$ cat src/rtl/cpu_pkg.sv
// Shared RV32I definitions: opcodes, instruction classes, decode FSM states, classifier.
// Build option DECODE_RV32M_EN makes OP with funct7 = 0000001 decode as CLS_MULDIV.
package cpu_pkg;

   localparam logic [6:0] OPC_LUI      = 7'b0110111;
   localparam logic [6:0] OPC_AUIPC    = 7'b0010111;
   localparam logic [6:0] OPC_JAL      = 7'b1101111;
   localparam logic [6:0] OPC_JALR     = 7'b1100111;
   localparam logic [6:0] OPC_BRANCH   = 7'b1100011;
   localparam logic [6:0] OPC_LOAD     = 7'b0000011;
   localparam logic [6:0] OPC_STORE    = 7'b0100011;
   localparam logic [6:0] OPC_OP_IMM   = 7'b0010011;
   localparam logic [6:0] OPC_OP       = 7'b0110011;
   localparam logic [6:0] OPC_MISC_MEM = 7'b0001111;
   localparam logic [6:0] OPC_SYSTEM   = 7'b1110011;

   typedef enum logic [3:0] {
      CLS_LUI, CLS_AUIPC, CLS_JAL, CLS_JALR, CLS_BRANCH, CLS_LOAD, CLS_STORE,
      CLS_OP_IMM, CLS_OP, CLS_MISC_MEM, CLS_SYSTEM, CLS_MULDIV, CLS_ILLEGAL
   } instr_class_e;

   typedef enum logic [1:0] {
      ST_IDLE = 2'd0,
      ST_WAIT = 2'd1,
      ST_FULL = 2'd2
   } dec_state_e;

   typedef struct packed {
      logic [31:0]  pc;
      instr_class_e cls;
      logic [4:0]   rd;
      logic [4:0]   rs1;
      logic [4:0]   rs2;
      logic [2:0]   funct3;
      logic [6:0]   funct7;
      logic [31:0]  imm;
      logic         illegal;
   } dec_out_t;

   function automatic instr_class_e classify(input logic [6:0] opcode,
                                             input logic [2:0] funct3,
                                             input logic [6:0] funct7);
      instr_class_e cls;
      cls = CLS_ILLEGAL;
      case (opcode)
         OPC_LUI:      cls = CLS_LUI;
         OPC_AUIPC:    cls = CLS_AUIPC;
         OPC_JAL:      cls = CLS_JAL;
         OPC_JALR:     if (funct3 == 3'b000) cls = CLS_JALR;
         OPC_BRANCH:   if (funct3 != 3'b010 && funct3 != 3'b011) cls = CLS_BRANCH;
         OPC_LOAD:     if (funct3 != 3'b011 && funct3 != 3'b110 && funct3 != 3'b111) cls = CLS_LOAD;
         OPC_STORE:    if (funct3 < 3'b011) cls = CLS_STORE;
         OPC_OP_IMM: begin
            // Only the shift forms carry a meaningful funct7 field.
            if (funct3 == 3'b001) begin
               if (funct7 == 7'b0000000) cls = CLS_OP_IMM;
            end else if (funct3 == 3'b101) begin
               if (funct7 == 7'b0000000 || funct7 == 7'b0100000) cls = CLS_OP_IMM;
            end else begin
               cls = CLS_OP_IMM;
            end
         end
         OPC_OP: begin
            if (funct7 == 7'b0000000 ||
                (funct7 == 7'b0100000 && (funct3 == 3'b000 || funct3 == 3'b101)))
               cls = CLS_OP;
`ifdef DECODE_RV32M_EN
            else if (funct7 == 7'b0000001)
               cls = CLS_MULDIV;
`endif
         end
         OPC_MISC_MEM: cls = CLS_MISC_MEM;
         OPC_SYSTEM:   cls = CLS_SYSTEM;
         default:      cls = CLS_ILLEGAL;
      endcase
      return cls;
   endfunction

endpackage

$ cat src/rtl/decode_if.sv
// Fetch-request and execute-handshake signals of the decode stage.
// master = decode stage, slave = fetch/execute side.
interface decode_if;
   import cpu_pkg::*;

   logic         o_fetch_enable;
   logic [31:0]  o_fetch_pc;
   logic         i_fetch_completed;
   logic [31:0]  i_fetch_instr;
   logic         i_redirect;
   logic [31:0]  i_redirect_pc;
   logic         o_valid;
   logic         i_ready;
   logic [31:0]  o_pc;
   instr_class_e o_class;
   logic [4:0]   o_rd;
   logic [4:0]   o_rs1;
   logic [4:0]   o_rs2;
   logic [2:0]   o_funct3;
   logic [6:0]   o_funct7;
   logic [31:0]  o_imm;
   logic         o_illegal;

   modport master (
      output o_fetch_enable, o_fetch_pc, o_valid, o_pc, o_class, o_rd, o_rs1, o_rs2,
             o_funct3, o_funct7, o_imm, o_illegal,
      input  i_fetch_completed, i_fetch_instr, i_redirect, i_redirect_pc, i_ready
   );

   modport slave (
      input  o_fetch_enable, o_fetch_pc, o_valid, o_pc, o_class, o_rd, o_rs1, o_rs2,
             o_funct3, o_funct7, o_imm, o_illegal,
      output i_fetch_completed, i_fetch_instr, i_redirect, i_redirect_pc, i_ready
   );

endinterface

$ cat src/rtl/decode_imm_gen.sv
// Combinational immediate extraction and sign extension, selected by instruction class.
module imm_gen
   import cpu_pkg::*;
(
   input  logic [31:7]  instr,
   input  instr_class_e cls,
   output logic [31:0]  imm
);

   always_comb begin
      imm = 32'h0;
      case (cls)
         CLS_LOAD, CLS_OP_IMM, CLS_JALR, CLS_MISC_MEM, CLS_SYSTEM:
            imm = {{20{instr[31]}}, instr[31:20]};
         CLS_STORE:
            imm = {{20{instr[31]}}, instr[31:25], instr[11:7]};
         CLS_BRANCH:
            imm = {{19{instr[31]}}, instr[31], instr[7], instr[30:25], instr[11:8], 1'b0};
         CLS_LUI, CLS_AUIPC:
            imm = {instr[31:12], 12'h000};
         CLS_JAL:
            imm = {{11{instr[31]}}, instr[31], instr[19:12], instr[20], instr[30:21], 1'b0};
         default:
            imm = 32'h0;
      endcase
   end

endmodule

$ cat src/rtl/decode.sv
// RV32I decode stage: owns the PC, issues one fetch at a time, hands decoded words to execute.
// Build option DECODE_RV32M_EN (see cpu_pkg) enables the CLS_MULDIV class.
module decode
   import cpu_pkg::*;
#(
   parameter logic [31:0] RESET_PC = 32'h0000_0000
) (
   input  logic     clk,
   input  logic     reset,
   decode_if.master bus
);

   dec_state_e   state_q, state_d;
   logic [31:0]  pc_q, pc_d;
   logic         discard_q, discard_d;
   logic         fetch_en_q, fetch_en_d;
   logic [31:0]  fetch_pc_q, fetch_pc_d;
   logic         valid_q, valid_d;
   dec_out_t     out_q, out_d;
   instr_class_e fetch_cls;
   logic [31:0]  fetch_imm;

   assign fetch_cls = classify(bus.i_fetch_instr[6:0], bus.i_fetch_instr[14:12],
                               bus.i_fetch_instr[31:25]);

   imm_gen u_imm_gen (
      .instr (bus.i_fetch_instr[31:7]),
      .cls   (fetch_cls),
      .imm   (fetch_imm)
   );

   always_ff @(posedge clk or negedge reset) begin
      if (!reset) begin
         state_q    <= ST_IDLE;
         pc_q       <= RESET_PC;
         discard_q  <= 1'b0;
         fetch_en_q <= 1'b0;
         fetch_pc_q <= RESET_PC;
         valid_q    <= 1'b0;
         out_q      <= '0;
      end else begin
         state_q    <= state_d;
         pc_q       <= pc_d;
         discard_q  <= discard_d;
         fetch_en_q <= fetch_en_d;
         fetch_pc_q <= fetch_pc_d;
         valid_q    <= valid_d;
         out_q      <= out_d;
      end
   end

   // Redirect is evaluated first in every state so it wins over issue, completion and accept.
   always_comb begin
      state_d    = state_q;
      pc_d       = pc_q;
      discard_d  = discard_q;
      fetch_en_d = 1'b0;
      fetch_pc_d = fetch_pc_q;
      valid_d    = valid_q;
      out_d      = out_q;
      case (state_q)
         ST_IDLE: begin
            if (bus.i_redirect) begin
               pc_d = bus.i_redirect_pc;
            end else begin
               fetch_en_d = 1'b1;
               fetch_pc_d = pc_q;
               state_d    = ST_WAIT;
            end
         end
         ST_WAIT: begin
            if (bus.i_redirect) begin
               pc_d = bus.i_redirect_pc;
               if (bus.i_fetch_completed) begin
                  discard_d = 1'b0;
                  state_d   = ST_IDLE;
               end else begin
                  discard_d = 1'b1;
               end
            end else if (bus.i_fetch_completed) begin
               if (discard_q) begin
                  discard_d = 1'b0;
                  state_d   = ST_IDLE;
               end else begin
                  valid_d        = 1'b1;
                  out_d.pc       = pc_q;
                  out_d.cls      = fetch_cls;
                  out_d.rd       = bus.i_fetch_instr[11:7];
                  out_d.rs1      = bus.i_fetch_instr[19:15];
                  out_d.rs2      = bus.i_fetch_instr[24:20];
                  out_d.funct3   = bus.i_fetch_instr[14:12];
                  out_d.funct7   = bus.i_fetch_instr[31:25];
                  out_d.imm      = fetch_imm;
                  out_d.illegal  = (fetch_cls == CLS_ILLEGAL);
                  state_d        = ST_FULL;
               end
            end
         end
         ST_FULL: begin
            if (bus.i_redirect) begin
               valid_d = 1'b0;
               pc_d    = bus.i_redirect_pc;
               state_d = ST_IDLE;
            end else if (valid_q && bus.i_ready) begin
               valid_d = 1'b0;
               pc_d    = pc_q + 32'd4;
               state_d = ST_IDLE;
            end
         end
         default: state_d = ST_IDLE;
      endcase
   end

   assign bus.o_fetch_enable = fetch_en_q;
   assign bus.o_fetch_pc     = fetch_pc_q;
   assign bus.o_valid        = valid_q;
   assign bus.o_pc           = out_q.pc;
   assign bus.o_class        = out_q.cls;
   assign bus.o_rd           = out_q.rd;
   assign bus.o_rs1          = out_q.rs1;
   assign bus.o_rs2          = out_q.rs2;
   assign bus.o_funct3       = out_q.funct3;
   assign bus.o_funct7       = out_q.funct7;
   assign bus.o_imm          = out_q.imm;
   assign bus.o_illegal      = out_q.illegal;

endmodule

$ cat src/flat_wrapper.sv
// flat-port wrapper written by rule: the top's interface ports become plain ports
module decode_flat import cpu_pkg::*;
#(
   parameter logic [31:0] RESET_PC = 32'h0000_0000
)
  (clk, reset, bus_o_fetch_enable, bus_o_fetch_pc, bus_o_valid, bus_o_pc, bus_o_class, bus_o_rd, bus_o_rs1, bus_o_rs2, bus_o_funct3, bus_o_funct7, bus_o_imm, bus_o_illegal, bus_i_fetch_completed, bus_i_fetch_instr, bus_i_redirect, bus_i_redirect_pc, bus_i_ready);
  decode_if bus_i ();
  input  logic clk;
  input  logic reset;
  output wire logic [$bits(bus_i.o_fetch_enable)-1:0] bus_o_fetch_enable;
  output wire logic [$bits(bus_i.o_fetch_pc)-1:0] bus_o_fetch_pc;
  output wire logic [$bits(bus_i.o_valid)-1:0] bus_o_valid;
  output wire logic [$bits(bus_i.o_pc)-1:0] bus_o_pc;
  output wire logic [$bits(bus_i.o_class)-1:0] bus_o_class;
  output wire logic [$bits(bus_i.o_rd)-1:0] bus_o_rd;
  output wire logic [$bits(bus_i.o_rs1)-1:0] bus_o_rs1;
  output wire logic [$bits(bus_i.o_rs2)-1:0] bus_o_rs2;
  output wire logic [$bits(bus_i.o_funct3)-1:0] bus_o_funct3;
  output wire logic [$bits(bus_i.o_funct7)-1:0] bus_o_funct7;
  output wire logic [$bits(bus_i.o_imm)-1:0] bus_o_imm;
  output wire logic [$bits(bus_i.o_illegal)-1:0] bus_o_illegal;
  input wire logic [$bits(bus_i.i_fetch_completed)-1:0] bus_i_fetch_completed;
  input wire logic [$bits(bus_i.i_fetch_instr)-1:0] bus_i_fetch_instr;
  input wire logic [$bits(bus_i.i_redirect)-1:0] bus_i_redirect;
  input wire logic [$bits(bus_i.i_redirect_pc)-1:0] bus_i_redirect_pc;
  input wire logic [$bits(bus_i.i_ready)-1:0] bus_i_ready;
  assign bus_o_fetch_enable = bus_i.o_fetch_enable;
  assign bus_o_fetch_pc = bus_i.o_fetch_pc;
  assign bus_o_valid = bus_i.o_valid;
  assign bus_o_pc = bus_i.o_pc;
  assign bus_o_class = bus_i.o_class;
  assign bus_o_rd = bus_i.o_rd;
  assign bus_o_rs1 = bus_i.o_rs1;
  assign bus_o_rs2 = bus_i.o_rs2;
  assign bus_o_funct3 = bus_i.o_funct3;
  assign bus_o_funct7 = bus_i.o_funct7;
  assign bus_o_imm = bus_i.o_imm;
  assign bus_o_illegal = bus_i.o_illegal;
  assign bus_i.i_fetch_completed = bus_i_fetch_completed;
  assign bus_i.i_fetch_instr = bus_i_fetch_instr;
  assign bus_i.i_redirect = bus_i_redirect;
  assign bus_i.i_redirect_pc = bus_i_redirect_pc;
  assign bus_i.i_ready = bus_i_ready;
  decode #(.RESET_PC(RESET_PC)) u_core (.clk(clk), .reset(reset), .bus(bus_i));
endmodule
$ cat config.mk
export PLATFORM = sky130hd
export DESIGN_NAME = decode_flat
export DESIGN_NICKNAME = d
export VERILOG_FILES = /design/src/rtl/cpu_pkg.sv /design/src/rtl/decode_if.sv /design/src/rtl/decode_imm_gen.sv /design/src/rtl/decode.sv /design/src/flat_wrapper.sv
export SDC_FILE = /design/constraint.sdc
export NUM_CORES = 1
export LEC_CHECK = 0
export CORE_MARGIN = 2
export CORE_UTILIZATION = 54
export CTS_BUF_LIST = sky130_fd_sc_hd__clkbuf_4
export CTS_CLUSTER_DIAMETER = 30
export DETAILED_ROUTE_END_ITERATION = 12
export PLACE_DENSITY = 0.95
export SLEW_MARGIN = 15
export SYNTH_ARGS = -nofsm -noshare
export SYNTH_HDL_FRONTEND = slang
export SYNTH_SLANG_ARGS = --single-unit
$ cat constraint.sdc
create_clock -name clk -period 4.6 [get_ports clk]
set_input_delay 1.38 -clock clk [delete_from_list [all_inputs] [get_ports clk]]
set_output_delay 1.38 -clock clk [all_outputs]
set_load 0.05 [all_outputs]
==> reports/qor.csv, run 1 <==
metric;value;unit
path_cells;clkdlybuf4s50_1 -> and4bb_1 -> a32oi_1 -> o32ai_1 -> or3_4 -> or3_1 -> mux2i_1 -> o21ai_1;
status;complete, no violations;
postCtsResizedCells;0;
nets;1024;
finalWorstPathRequiredPeriod;3.63;ns
cp_data_arrival_time;4.09;ns
cp_slowest_cell;clkdlybuf4s50_1;
holdPathEnd;u_core.bus.o_pc[30];
stdcell_count;1143;
required;5.06;ns
post_cts_buffers;0;
cap_violations;0;
netlist_area;0.00733;mm²
timing.setup.tns;0;ns
clk_latency;0.58;ns
rr_startpoint;u_core.pc_q[2];
grtUsageTotal;0.289;
drtIter0Drc;641;
antenna_cells;0;
drc;0;
rows;42;
synth_cell_types;58;
period_share;0.790;
clk_pin_slew;0.13;ns
worstPathMaxFanout;12;
avgRoutedWirePerCell;17.9;µm
syn_nets;839;
routed_wl;20500;µm
grt_pass1_wl;33100;µm
crit_type;input port to flip-flop;
worstHoldStart;u_core.bus.o_pc[30];
worstHoldPathCells;2;
die-area;0.0145;mm²
power_leakage;4.35;nW
async_flop_share;1.00;
top_usage_layer;met2;
initial_core_util;0.554;
grt_overflow;0;
vias_per_cell;5.75;
regToRegSetupSlack;1.87;ns
grt_setup_unrepaired;false;
power_density;701;mW/mm²
cp-start-kind;input port;
dp_cells;1111;
drive_gt1_frac;0.0993;
ys_warn_count;0;
grt_use_met1;0.383;
cts_made_buffers;17;
first_pass_iters;5;
gp_congestion;0.910;
clock-skew-final;0.0173;ns
vias;6576;
antenna_found_initial;0;
syn_inst;769;
root_buffer;clkbuf_4;
avgSynthCellArea;9.53;µm²
tightest_slew;0.841;ns
r2r-end;u_core.pc_q[30];
fmax;0.275;GHz
finalSetupViolCount;0;
ir_drop;0.463;mV
min_path_type;flip-flop to flip-flop;
gr-usage-met3;0.0811;
first_global_vias;6491;
fp.coreArea;0.0132;mm²
max_stage_delay;0.72;ns
end_kind;flip-flop;
clockBufferDepth;2;
dp_hpwl;14700;µm
clkSinkCount;163;
ys.flop_type;dfrtp_1;
synth-edff-count;0;
area_growth;33.1;%
synth_seq_area_share;0.556;
mostFrequentLayoutCells;nand2_1 (222), clkdlybuf4s50_1 (195), dfrtp_1 (163);
die_y;121;µm
cts_max_level;4;
grt_start_max_net_pins;94;
io_pins;197;
met2_usage;0.468;
drv_slew;0;
ys_ff_latch;163;
holdBufCountCts;0;
port_buffers;196;
ant_nets;0;
cts_tree;done;
worstRegToRegCells;7;
power;6.83;mW
final_common_cell;nand2_1;
hold_viol;0;
die_x;121;µm
max-slew-margin-rel;0.439;
==> per-layer routing <==
layer | vias to the layer above | wire, µm | part of all wire
met5 | - | 0 | 0
met4 | 0 | 403 | 0.020
met3 | 47 | 1750 | 0.085
met2 | 320 | 9940 | 0.48
met1 | 3182 | 8420 | 0.41
li1 | 3027 | - | -
==> worst max path at each step <==
stage,start,to,cells past startpoint
2_1_floorplan,bus_i_fetch_instr[4],u_core.bus.o_imm[16],9
4_1_cts,bus_i_fetch_instr[6],u_core.bus.o_imm[0],8
3_5_place_dp,bus_i_fetch_instr[6],u_core.bus.o_imm[14],8
5_1_grt,bus_i_fetch_instr[4],u_core.bus.o_imm[0],8
6_report,bus_i_fetch_instr[6],u_core.bus.o_imm[14],8
3_3_place_gp,bus_i_fetch_instr[6],u_core.bus.o_imm[16],8
==> critical path: cells and delay by family <==
kind            cells  cell delay [ns]
mux                 1             0.27
simple gates        3             1.32
buf+inv             1             0.72
compound gates      3             0.39
==> final cells by class <==
class                           instances  area (µm²)
Tap cell                              176         220
Inverter                                8        30.0
Timing Repair Buffer                  212        2080
Fill cell                             945        3490
Sequential cell                       163        4080
Multi-Input combinational cell        552        3060
Clock buffer                           17         128
Clock inverter                         15         158
==> power by group <==
part	switching, mW	internal [mW]
sequential	0.388	1.97
clock	0.531	0.326
combinational	2.42	1.21
total	3.33	3.50
==> sequential cells by signal (all words and copies together), names as in the netlist, 4 cells and up <==
| register | flops |
|---|---|
| u_core.bus.o_fetch_pc | 32 |
| u_core.bus.o_imm | 32 |
| u_core.bus.o_pc | 32 |
| u_core.pc_q | 32 |
| u_core.bus.o_funct7 | 7 |
| u_core.bus.o_rd | 5 |
| u_core.bus.o_rs1 | 5 |
| u_core.bus.o_rs2 | 5 |
| u_core.bus.o_class | 4 |
==> synthesized netlist by cell type, drive strengths merged (2+ instances only) <==
cell type / count / area (µm²)
and3: 10 / 62.6
nand3: 19 / 95.1
a32oi: 5 / 43.8
a311oi: 3 / 26.3
or2: 3 / 18.8
or3b: 2 / 17.5
or3: 6 / 42.5
nor2: 48 / 180
o22ai: 4 / 25.0
buf: 9 / 45.0
o32ai: 4 / 35.0
o211ai: 3 / 22.5
nor3: 7 / 45.0
o21ai: 53 / 265
nor2b: 5 / 31.3
nand2: 222 / 833
clkbuf: 37 / 139
dfrtp: 163 / 4080
inv: 8 / 30.0
a21o: 2 / 15.0
nand4: 3 / 25.0
and2: 4 / 25.0
mux2: 33 / 372
a31oi: 6 / 37.5
nor4: 3 / 46.3
a21oi: 54 / 274
a221o: 11 / 110
nand2b: 4 / 25.0
a2bb2oi: 5 / 43.8
mux2i: 8 / 80.1
a22o: 8 / 70.1
==> through the flow <==
stage	util	hold slack [ns]	setup WS [ns]	cell area [µm²]
floorplan	-	0.455	1.35	7330
global placement	0.715	0.457	0.477	9470
detailed placement	0.715	0.462	0.448	9470
CTS	0.737	0.495	1.06	9750
global route	0.737	0.512	0.798	9750
finish	0.737	0.486	0.966	9750
==> cells by family (layout without fill, tap and decap cells) <==
group / count (synthesis) / in the layout / share of synthesized area
adder cells (fa/ha/maj): 1 / 1 / 0.00171
flip-flops: 163 / 163 / 0.556
AND/OR/NAND/NOR: 341 / 341 / 0.206
buffers and inverters: 54 / 252 / 0.0292
multiplexers: 41 / 41 / 0.0616
AO/OA/AOI/OAI: 168 / 168 / 0.144
XOR/XNOR: 1 / 1 / 0.00119
Note: power is estimated with default switching activity, not from simulation.
==> run 2: changes to the inputs <==
--- a/config.mk
+++ b/config.mk
@@ -6,11 +6,11 @@
 export NUM_CORES = 1
 export LEC_CHECK = 0
 export CORE_MARGIN = 2
-export CORE_UTILIZATION = 54
+export CORE_UTILIZATION = 50
 export CTS_BUF_LIST = sky130_fd_sc_hd__clkbuf_4
 export CTS_CLUSTER_DIAMETER = 30
 export DETAILED_ROUTE_END_ITERATION = 12
-export PLACE_DENSITY = 0.95
+export PLACE_DENSITY = 0.93
 export SLEW_MARGIN = 15
 export SYNTH_ARGS = -nofsm -noshare
 export SYNTH_HDL_FRONTEND = slang
==> constraint.sdc (replaced) <==
create_clock -name clk -period 3.77 [get_ports clk]
set_input_delay 1.131 -clock clk [delete_from_list [all_inputs] [get_ports clk]]
set_output_delay 1.131 -clock clk [all_outputs]
set_load 0.05 [all_outputs]
==> reports/qor.csv, run 2 (synthesis gave the netlist of run 1 again) <==
metric;value;unit;change
crit_type;input port to flip-flop;;
min_path_type;flip-flop to flip-flop;;
worstPathMaxFanout;9;;-3
finalSetupViolCount;0;;unchanged
clk_latency;0.54;ns;-0.04 ns
cap_violations;0;;unchanged
vias;6535;;-0.62%
fp.coreArea;0.0144;mm²;+8.9%
area_growth;35.4;%;
r2r-end;u_core.pc_q[30];;
cp_data_arrival_time;3.60;ns;-0.49 ns
rows;44;;+4.8%
io_pins;197;;unchanged
finalWorstPathRequiredPeriod;3.18;ns;
worstRegToRegCells;7;;unchanged
clock-skew-final;0.0193;ns;+0.00196 ns
worstHoldStart;u_core.bus.o_pc[1];;
clk_pin_slew;0.12;ns;about the same
port_buffers;196;;unchanged
hold_viol;0;;unchanged
mostFrequentLayoutCells;nand2_1 (222), clkdlybuf4s50_1 (195), dfrtp_1 (163);;
routed_wl;20800;µm;+1.2%
antenna_found_initial;1;;+1
power_leakage;4.44;nW;+2.1%
ant_nets;0;;unchanged
cts_max_level;4;;unchanged
nets;1039;;+1.5%
postCtsResizedCells;0;;unchanged
grt_overflow;0;;unchanged
cts_made_buffers;17;;unchanged
max-slew-margin-rel;0.581;;+0.142
clockBufferDepth;2;;unchanged
regToRegSetupSlack;1.08;ns;-0.79 ns
stdcell_count;1166;;+2.0%
grt_start_max_net_pins;65;;-31%
first_global_vias;6472;;-0.29%
drtIter0Drc;560;;-13%
grt_setup_unrepaired;false;;
vias_per_cell;5.60;;-2.6%
drc;0;;unchanged
status;complete, no violations;;
holdBufCountCts;0;;unchanged
die_x;125;µm;+3.8%
fmax;0.315;GHz;
drive_gt1_frac;0.113;;+0.0138
rr_startpoint;u_core.pc_q[2];;
timing.setup.tns;0;ns;unchanged
dp_cells;1134;;+2.1%
holdPathEnd;u_core.bus.o_pc[1];;
worstHoldPathCells;2;;unchanged
end_kind;flip-flop;;
power_density;841;mW/mm²;+20%
final_common_cell;nand2_1;;
grtUsageTotal;0.268;;-0.0215
nFillCells;1107;;+17%
antenna_cells;0;;unchanged
period_share;0.843;;
tightest_slew;0.626;ns;-0.216 ns
ir_drop;0.552;mV;+19%
initial_core_util;0.508;;-0.0453
gp_congestion;0.902;;-0.90%
cp-start-kind;input port;;
grt_pass1_wl;33700;µm;+2.0%
drv_slew;0;;unchanged
clkSinkCount;163;;unchanged
avgRoutedWirePerCell;17.8;µm;-0.76%
required;4.19;ns;-0.87 ns
first_pass_iters;5;;unchanged
cts_tree;done;;
dp_hpwl;14900;µm;+1.6%
die_y;125;µm;+3.8%
die-area;0.0156;mm²;+7.7%
post_cts_buffers;0;;unchanged
root_buffer;clkbuf_4;;
==> run 2: area by class of cell <==
type / instances / area (µm²) / share of cell area
clock buffers: 17 / 128 / 0.0129
clock inverters: 15 / 158 / 0.0159
inverters: 8 / 30.0 / 0.00302
multi-input cells: 552 / 3060 / 0.308
flip-flops and latches: 163 / 4080 / 0.411
well taps: 184 / 230 / 0.0232
repair buffers: 227 / 2250 / 0.226
==> run 2: worst max-delay path by stage <==
stage	to	from	slack, ns	cells after the start
3_3_place_gp	u_core.bus.o_imm[16]	bus_i_fetch_instr[29]	0.11	9
3_5_place_dp	u_core.bus.o_imm[16]	bus_i_fetch_instr[31]	0.05	9
6_report	u_core.bus.o_imm[14]	bus_i_fetch_instr[3]	0.59	9
5_1_grt	u_core.bus.o_imm[13]	bus_i_fetch_instr[6]	0.51	9
2_1_floorplan	u_core.bus.o_imm[16]	bus_i_fetch_instr[4]	0.77	9
4_1_cts	u_core.bus.o_imm[14]	bus_i_fetch_instr[31]	0.66	9
==> run 2: worst max-delay path, stage by stage <==
cell             delay [ns]
clkdlybuf4s50_1        0.59
or2_1                  0.31
o32ai_1                0.22
o21ai_0                0.17
or3_4                  0.39
or3_1                  0.37
buf_4                  0.19
mux2i_1                0.16
o21ai_1                0.07
==> run 2: metrics by stage <==
step | util | setup slack [ns] | instance area (µm²) | power (mW) | hold WS (ns)
after global placement | 0.668 | 0.114 | 9640 | 7.24 | 0.457
after floorplan | - | 0.770 | 7330 | 5.69 | 0.455
final | 0.688 | 0.592 | 9930 | 8.35 | 0.490
after detailed placement | 0.668 | 0.0454 | 9640 | 7.35 | 0.462
after CTS | 0.688 | 0.663 | 9930 | 8.39 | 0.494
after global routing | 0.688 | 0.510 | 9930 | 8.74 | 0.516
==> run 2: power by group <==
group          leakage, nW  switching [mW]  total [mW]  internal (mW)
Combinational         2.28            2.94        4.43           1.49
Clock                0.146           0.637        1.04          0.398
Sequential            2.01           0.479        2.88           2.40
Total                 4.44            4.06        8.35           4.29
==> run 2: layer usage <==
metal,GRT usage,vias to the layer above,share of wire
li1,-,3063,-
met1,0.347,3143,0.42
met2,0.441,296,0.48
met3,0.0843,31,0.083
met4,0.0706,2,0.017
met5,0,-,0.00058
